File: config.mk
export PLATFORM = sky130hd
export DESIGN_NAME = mem_word_bridge
export DESIGN_NICKNAME = d
export VERILOG_FILES = /design/src/rtl/mem_bridge_pkg.sv /design/src/rtl/mem_line_buffer.sv /design/src/rtl/mem_word_bridge.sv
export SDC_FILE = /design/constraint.sdc
export NUM_CORES = 1
export LEC_CHECK = 0
export CAP_MARGIN = 10
export CELL_PAD_IN_SITES_DETAIL_PLACEMENT = 2
export CELL_PAD_IN_SITES_GLOBAL_PLACEMENT = 2
export CORE_ASPECT_RATIO = 1.25
export CORE_MARGIN = 1
export CORE_UTILIZATION = 22
export CTS_BUF_LIST = sky130_fd_sc_hd__clkbuf_4
export CTS_CLUSTER_SIZE = 8
export DETAILED_ROUTE_END_ITERATION = 8
export PLACE_DENSITY_LB_ADDON = 0.1
export SLEW_MARGIN = 20
export SYNTH_ARGS = -nofsm -noshare
export SYNTH_HDL_FRONTEND = slang
export SYNTH_HIERARCHICAL = 1
export SYNTH_SLANG_ARGS = --single-unit
File: constraint.sdc
create_clock -name clk -period 4.8 [get_ports clk]
set_input_delay 0.72 -clock clk [delete_from_list [all_inputs] [get_ports clk]]
set_output_delay 0.72 -clock clk [all_outputs]
set_load 0.05 [all_outputs]
File: src/rtl/mem_bridge_pkg.sv
// Shared types and constants for the core-word to MIG UI bridge.
// Used by mem_word_bridge and, when MEM_LINE_BUFFER_EN is defined, mem_line_buffer.
package mem_bridge_pkg;

    localparam int unsigned APP_DATA_WIDTH = 128;
    localparam int unsigned APP_MASK_WIDTH = APP_DATA_WIDTH / 8;

    localparam logic [2:0] CMD_WRITE = 3'b000;
    localparam logic [2:0] CMD_READ  = 3'b001;

    typedef enum logic [2:0] {
        IDLE,
        RD_CMD,
        RD_WAIT,
        WR,
        RESP
    } state_t;

    // A set mask bit means the byte is NOT written, so only the selected word's nibble is clear.
    function automatic logic [APP_MASK_WIDTH-1:0] word_mask(input logic [1:0] sel);
        logic [APP_MASK_WIDTH-1:0] keep;
        keep      = '0;
        keep[3:0] = 4'hF;
        return ~(keep << {sel, 2'b00});
    endfunction

endpackage

File: src/rtl/mem_line_buffer.sv
// One-line read buffer: tag compare, whole-line fill on read miss,
// and byte-enable update of the buffered line on a write hit.
module mem_line_buffer
    import mem_bridge_pkg::*;
(
    input  logic                      clk,
    input  logic                      reset,
    input  logic [27:0]               lookup_tag,
    input  logic [1:0]                lookup_sel,
    output logic                      hit,
    output logic [31:0]               hit_word,
    input  logic                      fill_en,
    input  logic [27:0]               fill_tag,
    input  logic [APP_DATA_WIDTH-1:0] fill_data,
    input  logic                      wr_en,
    input  logic [27:0]               wr_tag,
    input  logic [1:0]                wr_sel,
    input  logic [31:0]               wr_word
);

    logic                      valid_q, valid_d;
    logic [27:0]               tag_q, tag_d;
    logic [APP_DATA_WIDTH-1:0] data_q, data_d;
    logic [APP_MASK_WIDTH-1:0] wr_mask;

    assign hit      = valid_q && (tag_q == lookup_tag);
    assign hit_word = data_q[{lookup_sel, 5'b00000} +: 32];
    assign wr_mask  = word_mask(wr_sel);

    always_comb begin
        valid_d = valid_q;
        tag_d   = tag_q;
        data_d  = data_q;
        if (fill_en) begin
            valid_d = 1'b1;
            tag_d   = fill_tag;
            data_d  = fill_data;
        end else if (wr_en && valid_q && (tag_q == wr_tag)) begin
            for (int unsigned b = 0; b < APP_MASK_WIDTH; b++) begin
                if (!wr_mask[b]) begin
                    data_d[8*b +: 8] = wr_word[8*(b%4) +: 8];
                end
            end
        end
    end

    always_ff @(posedge clk or posedge reset) begin
        if (reset) begin
            valid_q <= 1'b0;
            tag_q   <= '0;
            data_q  <= '0;
        end else begin
            valid_q <= valid_d;
            tag_q   <= tag_d;
            data_q  <= data_d;
        end
    end

endmodule

File: src/rtl/mem_word_bridge.sv
// Converts one arbitrated 32-bit core word request into a single 128-bit MIG UI transaction.
// Define MEM_LINE_BUFFER_EN to add a one-line read buffer (mem_line_buffer).
module mem_word_bridge #(
    parameter int unsigned ADDR_WIDTH     = 28,
    parameter int unsigned APP_DATA_WIDTH = 128,
    parameter int unsigned APP_MASK_WIDTH = 16
) (
    input  logic                      clk,
    input  logic                      reset,
    input  logic                      init_calib_complete,
    input  logic [31:0]               mem_addr,
    input  logic                      mem_rden,
    input  logic                      mem_wren,
    input  logic [31:0]               mem_write_val,
    output logic [31:0]               mem_read_val,
    output logic                      mem_response,
    output logic                      busy,
    output logic [ADDR_WIDTH-1:0]     app_addr,
    output logic [2:0]                app_cmd,
    output logic                      app_en,
    input  logic                      app_rdy,
    output logic [APP_DATA_WIDTH-1:0] app_wdf_data,
    output logic [APP_MASK_WIDTH-1:0] app_wdf_mask,
    output logic                      app_wdf_wren,
    output logic                      app_wdf_end,
    input  logic                      app_wdf_rdy,
    input  logic [APP_DATA_WIDTH-1:0] app_rd_data,
    input  logic                      app_rd_data_valid
);

    import mem_bridge_pkg::*;

    state_t                    state_q, state_d;
    logic                      app_en_q, app_en_d;
    logic                      wdf_wren_q, wdf_wren_d;
    logic                      resp_q, resp_d;
    logic                      busy_q, busy_d;
    logic [2:0]                cmd_q, cmd_d;
    logic [ADDR_WIDTH-1:0]     addr_q, addr_d;
    logic [APP_DATA_WIDTH-1:0] wdata_q, wdata_d;
    logic [APP_MASK_WIDTH-1:0] wmask_q, wmask_d;
    logic [1:0]                sel_q, sel_d;
    logic [31:0]               rdval_q, rdval_d;

    logic [ADDR_WIDTH-1:0]     line_addr;
    logic                      wr_req, rd_req;
    logic                      unused_addr_bits;

    assign line_addr        = {mem_addr[ADDR_WIDTH:4], 3'b000};
    assign wr_req           = (state_q == IDLE) && init_calib_complete && mem_wren;
    assign rd_req           = (state_q == IDLE) && init_calib_complete && mem_rden && !mem_wren;
    assign unused_addr_bits = ^{mem_addr[31:ADDR_WIDTH+1], mem_addr[1:0]};

`ifdef MEM_LINE_BUFFER_EN
    logic        buf_hit;
    logic [31:0] buf_word;
    logic [27:0] tag_q, tag_d;
    logic        buf_fill;

    assign buf_fill = (state_q == RD_WAIT) && app_rd_data_valid;

    mem_line_buffer u_line_buffer (
        .clk        (clk),
        .reset      (reset),
        .lookup_tag (mem_addr[31:4]),
        .lookup_sel (mem_addr[3:2]),
        .hit        (buf_hit),
        .hit_word   (buf_word),
        .fill_en    (buf_fill),
        .fill_tag   (tag_q),
        .fill_data  (app_rd_data),
        .wr_en      (wr_req),
        .wr_tag     (mem_addr[31:4]),
        .wr_sel     (mem_addr[3:2]),
        .wr_word    (mem_write_val)
    );
`endif

    always_comb begin
        state_d    = state_q;
        app_en_d   = app_en_q;
        wdf_wren_d = wdf_wren_q;
        resp_d     = 1'b0;
        cmd_d      = cmd_q;
        addr_d     = addr_q;
        wdata_d    = wdata_q;
        wmask_d    = wmask_q;
        sel_d      = sel_q;
        rdval_d    = rdval_q;
`ifdef MEM_LINE_BUFFER_EN
        tag_d      = tag_q;
`endif
        unique case (state_q)
            IDLE: begin
                if (wr_req) begin
                    state_d    = WR;
                    app_en_d   = 1'b1;
                    wdf_wren_d = 1'b1;
                    cmd_d      = CMD_WRITE;
                    addr_d     = line_addr;
                    wdata_d    = {(APP_DATA_WIDTH/32){mem_write_val}};
                    wmask_d    = word_mask(mem_addr[3:2]);
                end else if (rd_req) begin
`ifdef MEM_LINE_BUFFER_EN
                    if (buf_hit) begin
                        state_d = RESP;
                        resp_d  = 1'b1;
                        rdval_d = buf_word;
                    end else begin
                        state_d  = RD_CMD;
                        app_en_d = 1'b1;
                        cmd_d    = CMD_READ;
                        addr_d   = line_addr;
                        sel_d    = mem_addr[3:2];
                        tag_d    = mem_addr[31:4];
                    end
`else
                    state_d  = RD_CMD;
                    app_en_d = 1'b1;
                    cmd_d    = CMD_READ;
                    addr_d   = line_addr;
                    sel_d    = mem_addr[3:2];
`endif
                end
            end
            RD_CMD: begin
                if (app_rdy) begin
                    app_en_d = 1'b0;
                    state_d  = RD_WAIT;
                end
            end
            RD_WAIT: begin
                if (app_rd_data_valid) begin
                    rdval_d = app_rd_data[{sel_q, 5'b00000} +: 32];
                    state_d = RESP;
                    resp_d  = 1'b1;
                end
            end
            WR: begin
                // Each strobe stays up until its own handshake; leave once both have been taken.
                app_en_d   = app_en_q && !app_rdy;
                wdf_wren_d = wdf_wren_q && !app_wdf_rdy;
                if (!app_en_d && !wdf_wren_d) begin
                    state_d = RESP;
                    resp_d  = 1'b1;
                end
            end
            RESP: begin
                state_d = IDLE;
            end
            default: begin
                state_d = IDLE;
            end
        endcase
        busy_d = (state_d != IDLE);
    end

    always_ff @(posedge clk or posedge reset) begin
        if (reset) begin
            state_q    <= IDLE;
            app_en_q   <= 1'b0;
            wdf_wren_q <= 1'b0;
            resp_q     <= 1'b0;
            busy_q     <= 1'b0;
            cmd_q      <= CMD_READ;
            addr_q     <= '0;
            wdata_q    <= '0;
            wmask_q    <= '1;
            sel_q      <= '0;
            rdval_q    <= '0;
`ifdef MEM_LINE_BUFFER_EN
            tag_q      <= '0;
`endif
        end else begin
            state_q    <= state_d;
            app_en_q   <= app_en_d;
            wdf_wren_q <= wdf_wren_d;
            resp_q     <= resp_d;
            busy_q     <= busy_d;
            cmd_q      <= cmd_d;
            addr_q     <= addr_d;
            wdata_q    <= wdata_d;
            wmask_q    <= wmask_d;
            sel_q      <= sel_d;
            rdval_q    <= rdval_d;
`ifdef MEM_LINE_BUFFER_EN
            tag_q      <= tag_d;
`endif
        end
    end

    assign mem_read_val = rdval_q;
    assign mem_response = resp_q;
    assign busy         = busy_q;
    assign app_addr     = addr_q;
    assign app_cmd      = cmd_q;
    assign app_en       = app_en_q;
    assign app_wdf_data = wdata_q;
    assign app_wdf_mask = wmask_q;
    assign app_wdf_wren = wdf_wren_q;
    assign app_wdf_end  = 1'b1;

endmodule

==> Word-level counts from Yosys, hierarchy flattened <==
Index checks and enable logic that the tools add are counted.
{ "word_totals": {"regBits": 216, "latchBits": 0, "mem_bits_rw": 0, "romBits": 0, "in_bits": 200, "out_inout_bits": 212, "elab_cells": 63, "memories": 0} }
{ "op_classes": {"addsub": 0, "mul": 0, "n_div": 0, "magnitude_cmp": 0, "n_eq_ne": 6, "n_shift": 2, "n_mux": 19, "n_bitwise": 2, "reduce_logical": 23} }
{ "op_table": {"columns": ["operator", "n"], "rows": [
  ["variable part select 128 x 8 -> 32 bit", 1],
  ["2-to-1 mux 28 bit", 2],
  ["2-to-1 mux 3 bit", 7],
  ["NOT 16 bit", 1],
  ["<< shifter 4 x 4 -> 16 bit (first input constant)", 1],
  ["case mux 3 bit (4 select lines)", 1],
  ["AND reduction 2 bit", 4],
  ["logical AND 1 bit", 7],
  ["== test 3 x 2 -> 1 bit (second input constant)", 2],
  ["2-to-1 mux 1 bit", 6],
  ["AND reduction 3 bit", 2],
  ["nonzero test 3 bit", 2],
  ["logical NOT 1 bit", 5],
  ["inequality test 2 bit (second input constant)", 2],
  ["case mux 1 bit (2 select lines)", 2],
  ["nonzero test 2 bit", 2],
  ["== test 3 x 1 -> 1 bit (second input constant)", 1],
  ["logical NOT 3 bit", 1],
  ["inequality test 3 bit (second input constant)", 1],
  ["case mux 1 bit (3 select lines)", 1],
  ["NOT 1 bit", 1]
]} }

==> Depth between registers and ports, before layout <==
Gate-level depths: netlist of the first run.
{ "depth": {"depth_word": 8, "mapped_depth": 5, "mapped_depth_nobuf": 3} }

==> Least setup slack after synthesis of the first run <==
Ideal clock, no wire load.
{ "synth_path": {"path_type": "input to register", "start": "in mem_wren", "end": "reg addr_q[4] (netlist: app_addr[4])", "setup_ns": 0.127, "arrival_time_ns": 1.722, "required_ns": 4.673, "slack_ns": 2.951, "cell_stages": 5, "n_path_buf": 2, "path_cell_list": "or2_2 -> and2_1 -> buf_6 -> buf_6 -> mux2_1"} }
{ "synth_between": {"elab_chain_cells": 4, "word_cells_on_any_way": 6, "classes_between": "mux (1); reduce/logical (5)"} }
{ "synth_lines": {"columns": ["element", "line", "rtl"], "rows": [
  ["from (decl)", "mem_word_bridge.sv:13", "input logic mem_wren,"],
  ["logical NOT 1 bit", "mem_word_bridge.sv:51", "assign rd_req = (state_q == IDLE) && init_calib_complete && mem_rden && !mem_wren;"],
  ["logical AND 1 bit", "mem_word_bridge.sv:51", null],
  ["nonzero test 2 bit (no line)", null, null],
  ["AND reduction 2 bit (no line)", null, null],
  ["to (signal assigned)", "mem_word_bridge.sv:181", "addr_q <= addr_d;"],
  ["to (decl)", "mem_word_bridge.sv:39", "logic [ADDR_WIDTH-1:0] addr_q, addr_d;"]
]} }
Parallel ways exist; a longest one is shown, timed or not.
A chain may end at the register's enable or synchronous reset.

==> impl_metrics.tcl, run 1 <==
set metrics [dict create \
    final_common_cell "clkdlybuf4s50_1" \
    synth_area_leaders "dfrtp_1 44%, mux2_2 18%, buf_4 16%, mux4_2 13%, dfstp_2 2.3%" \
    setup_tns_ns 0 \
    cts_buffers 9 \
    rsz0062_at_grt "false" \
    ios 412 \
    grt_overflow 0 \
    most-common-layout-cells "400 x clkdlybuf4s50_1, 97 x dfrtp_1, 88 x mux2_2, 32 x mux4_2, 11 x clkbuf_4" \
    postCtsHoldBufs 0 \
    syn_to_final_growth_pct 65.0 \
    postRouteAntennaNets 0 \
    endpoint_kind "primary output" \
    synthesis.area_mm2 0.00561 \
    synth_top_cell_area_share_pct 43.7 \
    nFillCells 2549 \
    viasPerCell 4.17 \
    path_buf_inv 1 \
    final_hold_viol_count 0 \
    drc_errors 0 \
    grt_max_degree 48 \
    grt_usage_pct 15.2 \
    seqCellArea_mm2 0.00259 \
    critPathLaunch "app_wdf_mask[14]$_DFFE_PP1P_" \
    fin_crit_ns 2.65 \
    yosys_warnings 6 \
    crit_path_cell_trace "clkdlybuf4s50_1" \
    arrival_ns 1.93 \
    io_buffers 400 \
    vias 4309 \
    crit_type "flip-flop to primary output" \
    worstPathMaxFanout 5 \
    drive_above_1_share_pct 22.2 \
    grt_pass1_wl_um 29000 \
    cts_root_buffer "clkbuf_4" \
    first_pass_iters 4 \
    die_h_um 181 \
    synth-seq-area-share_pct 46.0 \
    cts_repair_resize_count 0 \
    period_share_pct 55.3 \
    synth_top_cell_by_area "dfrtp_1" \
    die_area_mm2 0.0262 \
    cts_sinks 103 \
    regToRegStartpoint "state_q[0]$_DFF_PP0_" \
    cts-htree-levels 3 \
    finalSetupViolCount 0 \
    initial_core_util_pct 22.3 \
    die_x_um 145 \
    clk_pin_slew_ns 0.16 \
    syn_avg_cell_area_um2 13.8 \
    cts_tree "built" \
    outcome "finished clean" \
    cap_violations 0 \
    synth_cell_types 32 \
    clk_path_buf_depth 2 \
    synth_cells 406 \
    drt_iter0_markers 74 \
    critPathLaunchType "flip-flop" \
    finalNetCount 892 \
    tightest_slew_ns 0.868 \
    multi_input_area_mm2 0.00204 \
    coreArea_mm2 0.0251 \
    row_count 65 \
    maxSlewHeadroom_pct 41.9 \
    grt_antenna_before_repair 1 \
    post_cts_buffers 0 \
    timing.fmax_ghz 0.377 \
    hold_path_class "flip-flop to flip-flop" \
    crit_family "buffers and inverters" \
    slew_viol_final 0 \
    clk_latency_ns 0.48 \
    globalplace.congestion 0.712 \
    grt_pass1_vias 4783 \
    wl_per_cell_um 19.4 \
    finalClockSkew_ns 0.0237 \
    max_stage_delay_ns 0.86 \
    ys_seq_elements 103 \
    required_ns 4.08 \
    min-delay-start "app_cmd[0]$_DFFE_PP1P_" \
    wirelength_um 20100 \
    crit_slowest_cell "clkdlybuf4s50_1" \
    place_hpwl_um 16400 \
]
final cells by class:
type / instances / share of cell area (%)
timing repair buffer: 405 / 43.6
sequential: 103 / 27.9
multi-input combinational: 167 / 22.1
tap: 335 / 4.53
clock buffer: 11 / 0.892
clock inverter: 5 / 0.635
inverter: 6 / 0.270
antenna: 1 / 0.0270
metrics by stage:
step	cell area [um^2]	instances	utilization, %	setup WS, ns	hold WS (ns)
2_1_floorplan	5630	410	-	1.38	0.588
3_3_place_gp	9110	1016	36.3	1.67	0.471
3_5_place_dp	9110	1016	36.3	1.60	0.483
4_1_cts	9260	1032	36.8	2.08	0.509
5_1_grt	9260	1033	36.9	2.01	0.546
6_report	9260	1033	36.9	2.15	0.503
Yosys cell counts:
master,number
buf_6,3
a41oi_1,4
nor3_4,1
a31oi_1,1
a31o_2,2
mux4_2,32
or2_2,1
nor2b_1,3
a2bb2oi_1,2
or3b_2,1
clkbuf_1,5
nand2_2,1
dfrtp_1,98
a21o_1,1
nand3b_1,2
nor4b_4,1
and2_1,1
o211ai_1,1
conb_1,2
mux2_1,3
dfstp_2,5
nor2_1,2
o21ai_0,2
inv_1,6
a21oi_1,5
o311ai_0,1
nand2b_1,3
buf_4,117
mux2_2,88
nand2_1,2
nand4_1,1
buf_2,9
path summary, 6_finish.rpt:
kind                       cells past startpoint                            end  slack, ns
min reg2reg                                    2         app_cmd[0]$_DFFE_PP1P_       0.50
min in group asynchronous                      2       app_addr[20]$_DFFE_PP0P_       0.65
max                                            1               app_wdf_mask[13]       2.15
min                                            2         app_cmd[0]$_DFFE_PP1P_       0.50
max in group asynchronous                      3    mem_read_val[5]$_DFFE_PP0P_       3.18
max reg2reg                                    3  app_wdf_data[120]$_DFFE_PP0P_       2.22
metal layers:
metal | global-route usage, % | part of all wire, % | wire length [um] | up-vias
met4 | 3.66 | 0.88 | 177 | 0
met3 | 6.01 | 11 | 2240 | 7
li1 | - | - | - | 1889
met2 | 28.7 | 54 | 10700 | 267
met5 | 0 | 0 | 0 | -
met1 | 15.1 | 34 | 6900 | 2146
kinds of logic after synthesis:
family	synth area share (%)
simple gates	2.52
flops	46.0
other cells	0.134
buf+inv	17.8
mux	31.1
compound gates	2.41
flip-flops by register name (all words and copies together), names as in the netlist:
register,count
busy,1
mem_response,1
mem_read_val,32
state_q,3
app_addr,25
app_wdf_data,32
app_wdf_wren,1
app_wdf_mask,4
app_cmd,1
app_en,1
sel_q,2
worst min-delay path, cell delays in order, from the launching register on:
cell and delay [ns]:
dfstp_2 0.40, inv_1 0.04, o21ai_0 0.07
Power of run 1 is not shown: default switching activity piles up to over one toggle a cycle in this logic, so the estimate is an artifact.
==> inputs of run 2 (changes only) <==
--- a/config.mk
+++ b/config.mk
@@ -10,7 +10,7 @@
 export CELL_PAD_IN_SITES_GLOBAL_PLACEMENT = 2
 export CORE_ASPECT_RATIO = 1.25
 export CORE_MARGIN = 1
-export CORE_UTILIZATION = 22
+export CORE_UTILIZATION = 20
 export CTS_BUF_LIST = sky130_fd_sc_hd__clkbuf_4
 export CTS_CLUSTER_SIZE = 8
 export DETAILED_ROUTE_END_ITERATION = 8
==> constraint.sdc (replaced) <==
create_clock -name clk -period 2.5 [get_ports clk]
set_input_delay 0.375 -clock clk [delete_from_list [all_inputs] [get_ports clk]]
set_output_delay 0.375 -clock clk [all_outputs]
set_load 0.05 [all_outputs]
==> run 2 against run 1 <==
Count of clock-buffer cells in the layout did not move. Via count rose by 1.0%. Global-route usage fell by 1.1 points. Utilization down 3.0 points. Setup slack got worse by 2.0 ns. Sequential share of layout area fell by 0.26 points. Die area up 9.9%. Clock skew is 0.010 ns lower. Non-clock buffer count grew 5. Final cell count grew 2.0%. Sequential cell count is the same. Hold slack got worse by 0.19 ns.
==> impl_metrics.tcl, run 2 (synthesized netlist as in run 1, its figures left out) <==
set metrics [dict create \
    cts_root_buffer "clkbuf_4" \
    maxSlewHeadroom_pct 60.6 \
    drt_iter0_markers 117 \
    cts_buffers 9 \
    grt_pass1_vias 4958 \
    post_cts_buffers 0 \
    path_buf_inv 1 \
    viasPerCell 4.13 \
    place_hpwl_um 16200 \
    crit_family "buffers and inverters" \
    clk_pin_slew_ns 0.16 \
    crit_cells 1 \
    fin_crit_ns 2.31 \
    wl_per_cell_um 18.8 \
    syn_to_final_growth_pct 66.4 \
    endpoint_kind "primary output" \
    arrival_ns 1.93 \
    clk_latency_ns 0.48 \
    met2_usage_pct 25.6 \
    final_hold_viol_count 0 \
    outcome "finished clean" \
    finalClockSkew_ns 0.0133 \
    grt_antenna_before_repair 4 \
    top_usage_layer "met2" \
    cap_violations 0 \
    timing.fmax_ghz 0.433 \
    crit_type "flip-flop to primary output" \
    regToRegSetupSlack_ns 0.61 \
    grt_max_degree 59 \
    drive_above_1_share_pct 22.3 \
    required_ns 2.12 \
    crit_path_cell_trace "clkdlybuf4s50_1" \
    grt_overflow 0 \
    worstPathMaxFanout 5 \
    crit_end "app_wdf_mask[12]" \
    drc_errors 0 \
    multi_input_area_mm2 0.00204 \
    grt_pass1_wl_um 30500 \
    final_common_cell "clkdlybuf4s50_1" \
    worstReg2RegEnd "app_wdf_data[113]$_DFFE_PP0P_" \
    clk_path_buf_depth 2 \
    critPathLaunchType "flip-flop" \
    most-common-layout-cells "400 x clkdlybuf4s50_1, 97 x dfrtp_1, 88 x mux2_2, 32 x mux4_2, 11 x clkbuf_4" \
    row_count 68 \
    wirelength_um 19900 \
    initial_core_util_pct 20.4 \
    worst-r2r-cell-count 5 \
    ios 412 \
    hold_path_class "input pin to async pin" \
    setup_tns_ns 0 \
    io_buffers 400 \
    tightest_slew_ns 0.584 \
    finalNetCount 897 \
    first_pass_iters 4 \
    crit_slowest_cell "clkdlybuf4s50_1" \
    cts_tree "built" \
    nFillCells 2926 \
    grtUsageMet3_pct 6.32 \
    globalplace.congestion 0.701 \
    finalSetupViolCount 0 \
    die_h_um 189 \
    critPathLaunch "app_wdf_mask[14]$_DFFE_PP1P_" \
    vias 4354 \
    coreArea_mm2 0.0276 \
    cts-htree-levels 3 \
    max_stage_delay_ns 0.83 \
    rsz0062_at_grt "false" \
    seqCellArea_mm2 0.00258 \
    cts_sinks 103 \
    postCtsHoldBufs 0 \
    postRouteAntennaNets 0 \
    period_share_pct 92.3 \
    die_x_um 152 \
    slew_viol_final 0 \
    grt_usage_pct 14.1 \
    cts_repair_resize_count 0 \
    die_area_mm2 0.0287 \
    regToRegStartpoint "state_q[1]$_DFF_PP0_" \
    met1_usage_pct 14.5 \
]
-- run 2: cell count changes in the layout (fill, tap and decap cells not counted), sizes merged --
| cell | before | now |
|---|---|---|
| bufinv | 1 | 0 |
| clkinv | 2 | 3 |
| buf | 5 | 10 |
| inv | 6 | 5 |
| diode | 1 | 4 |
| clkinvlp | 2 | 1 |
-- run 2: how the worst min path moves through the flow --
stage,start,to
final,reset,state_q[1]$_DFF_PP0_
after floorplan,mem_addr[2],app_wdf_mask[14]$_DFFE_PP1P_
after global placement,app_addr[4]$_DFFE_PP0P_,app_addr[4]$_DFFE_PP0P_
after CTS,reset,app_wdf_data[96]$_DFFE_PP0P_
after global routing,reset,app_wdf_data[96]$_DFFE_PP0P_
after detailed placement,app_addr[8]$_DFFE_PP0P_,app_addr[8]$_DFFE_PP0P_
-- run 2: area by class of cell --
class / instances / area share, %
Tap cell: 350 / 4.69
Inverter: 6 / 0.281
Antenna cell: 4 / 0.107
Multi-Input combinational cell: 167 / 21.9
Clock inverter: 3 / 0.134
Timing Repair Buffer: 410 / 44.3
Clock buffer: 11 / 0.884
Sequential cell: 103 / 27.7
-- run 2: worst min-delay path: stages --
cell	delay [ns]
clkdlybuf4s50_1	0.44
clkinvlp_4	0.13
buf_12	0.25
-- run 2: per-layer routing --
metal	part of all wire, %	up-vias
met3	11	12
li1	-	1902
met5	0.065	-
met1	35	2161
met4	1.0	2
met2	53	277
-- run 2: through the flow --
step / hold WS [ns] / std cells / util (%) / cell area (um^2) / setup slack, ns
4_1_cts: 0.259 / 1050 / 33.8 / 9330 / 0.104
5_1_grt: 0.273 / 1053 / 33.9 / 9340 / 0.0736
6_report: 0.313 / 1054 / 33.9 / 9340 / 0.192
2_1_floorplan: 0.471 / 410 / - / 5630 / 0.802
3_5_place_dp: 0.476 / 1036 / 33.5 / 9240 / 0.316
3_3_place_gp: 0.470 / 1036 / 33.5 / 9240 / 0.357
Power of run 2 is left out for the same reason.
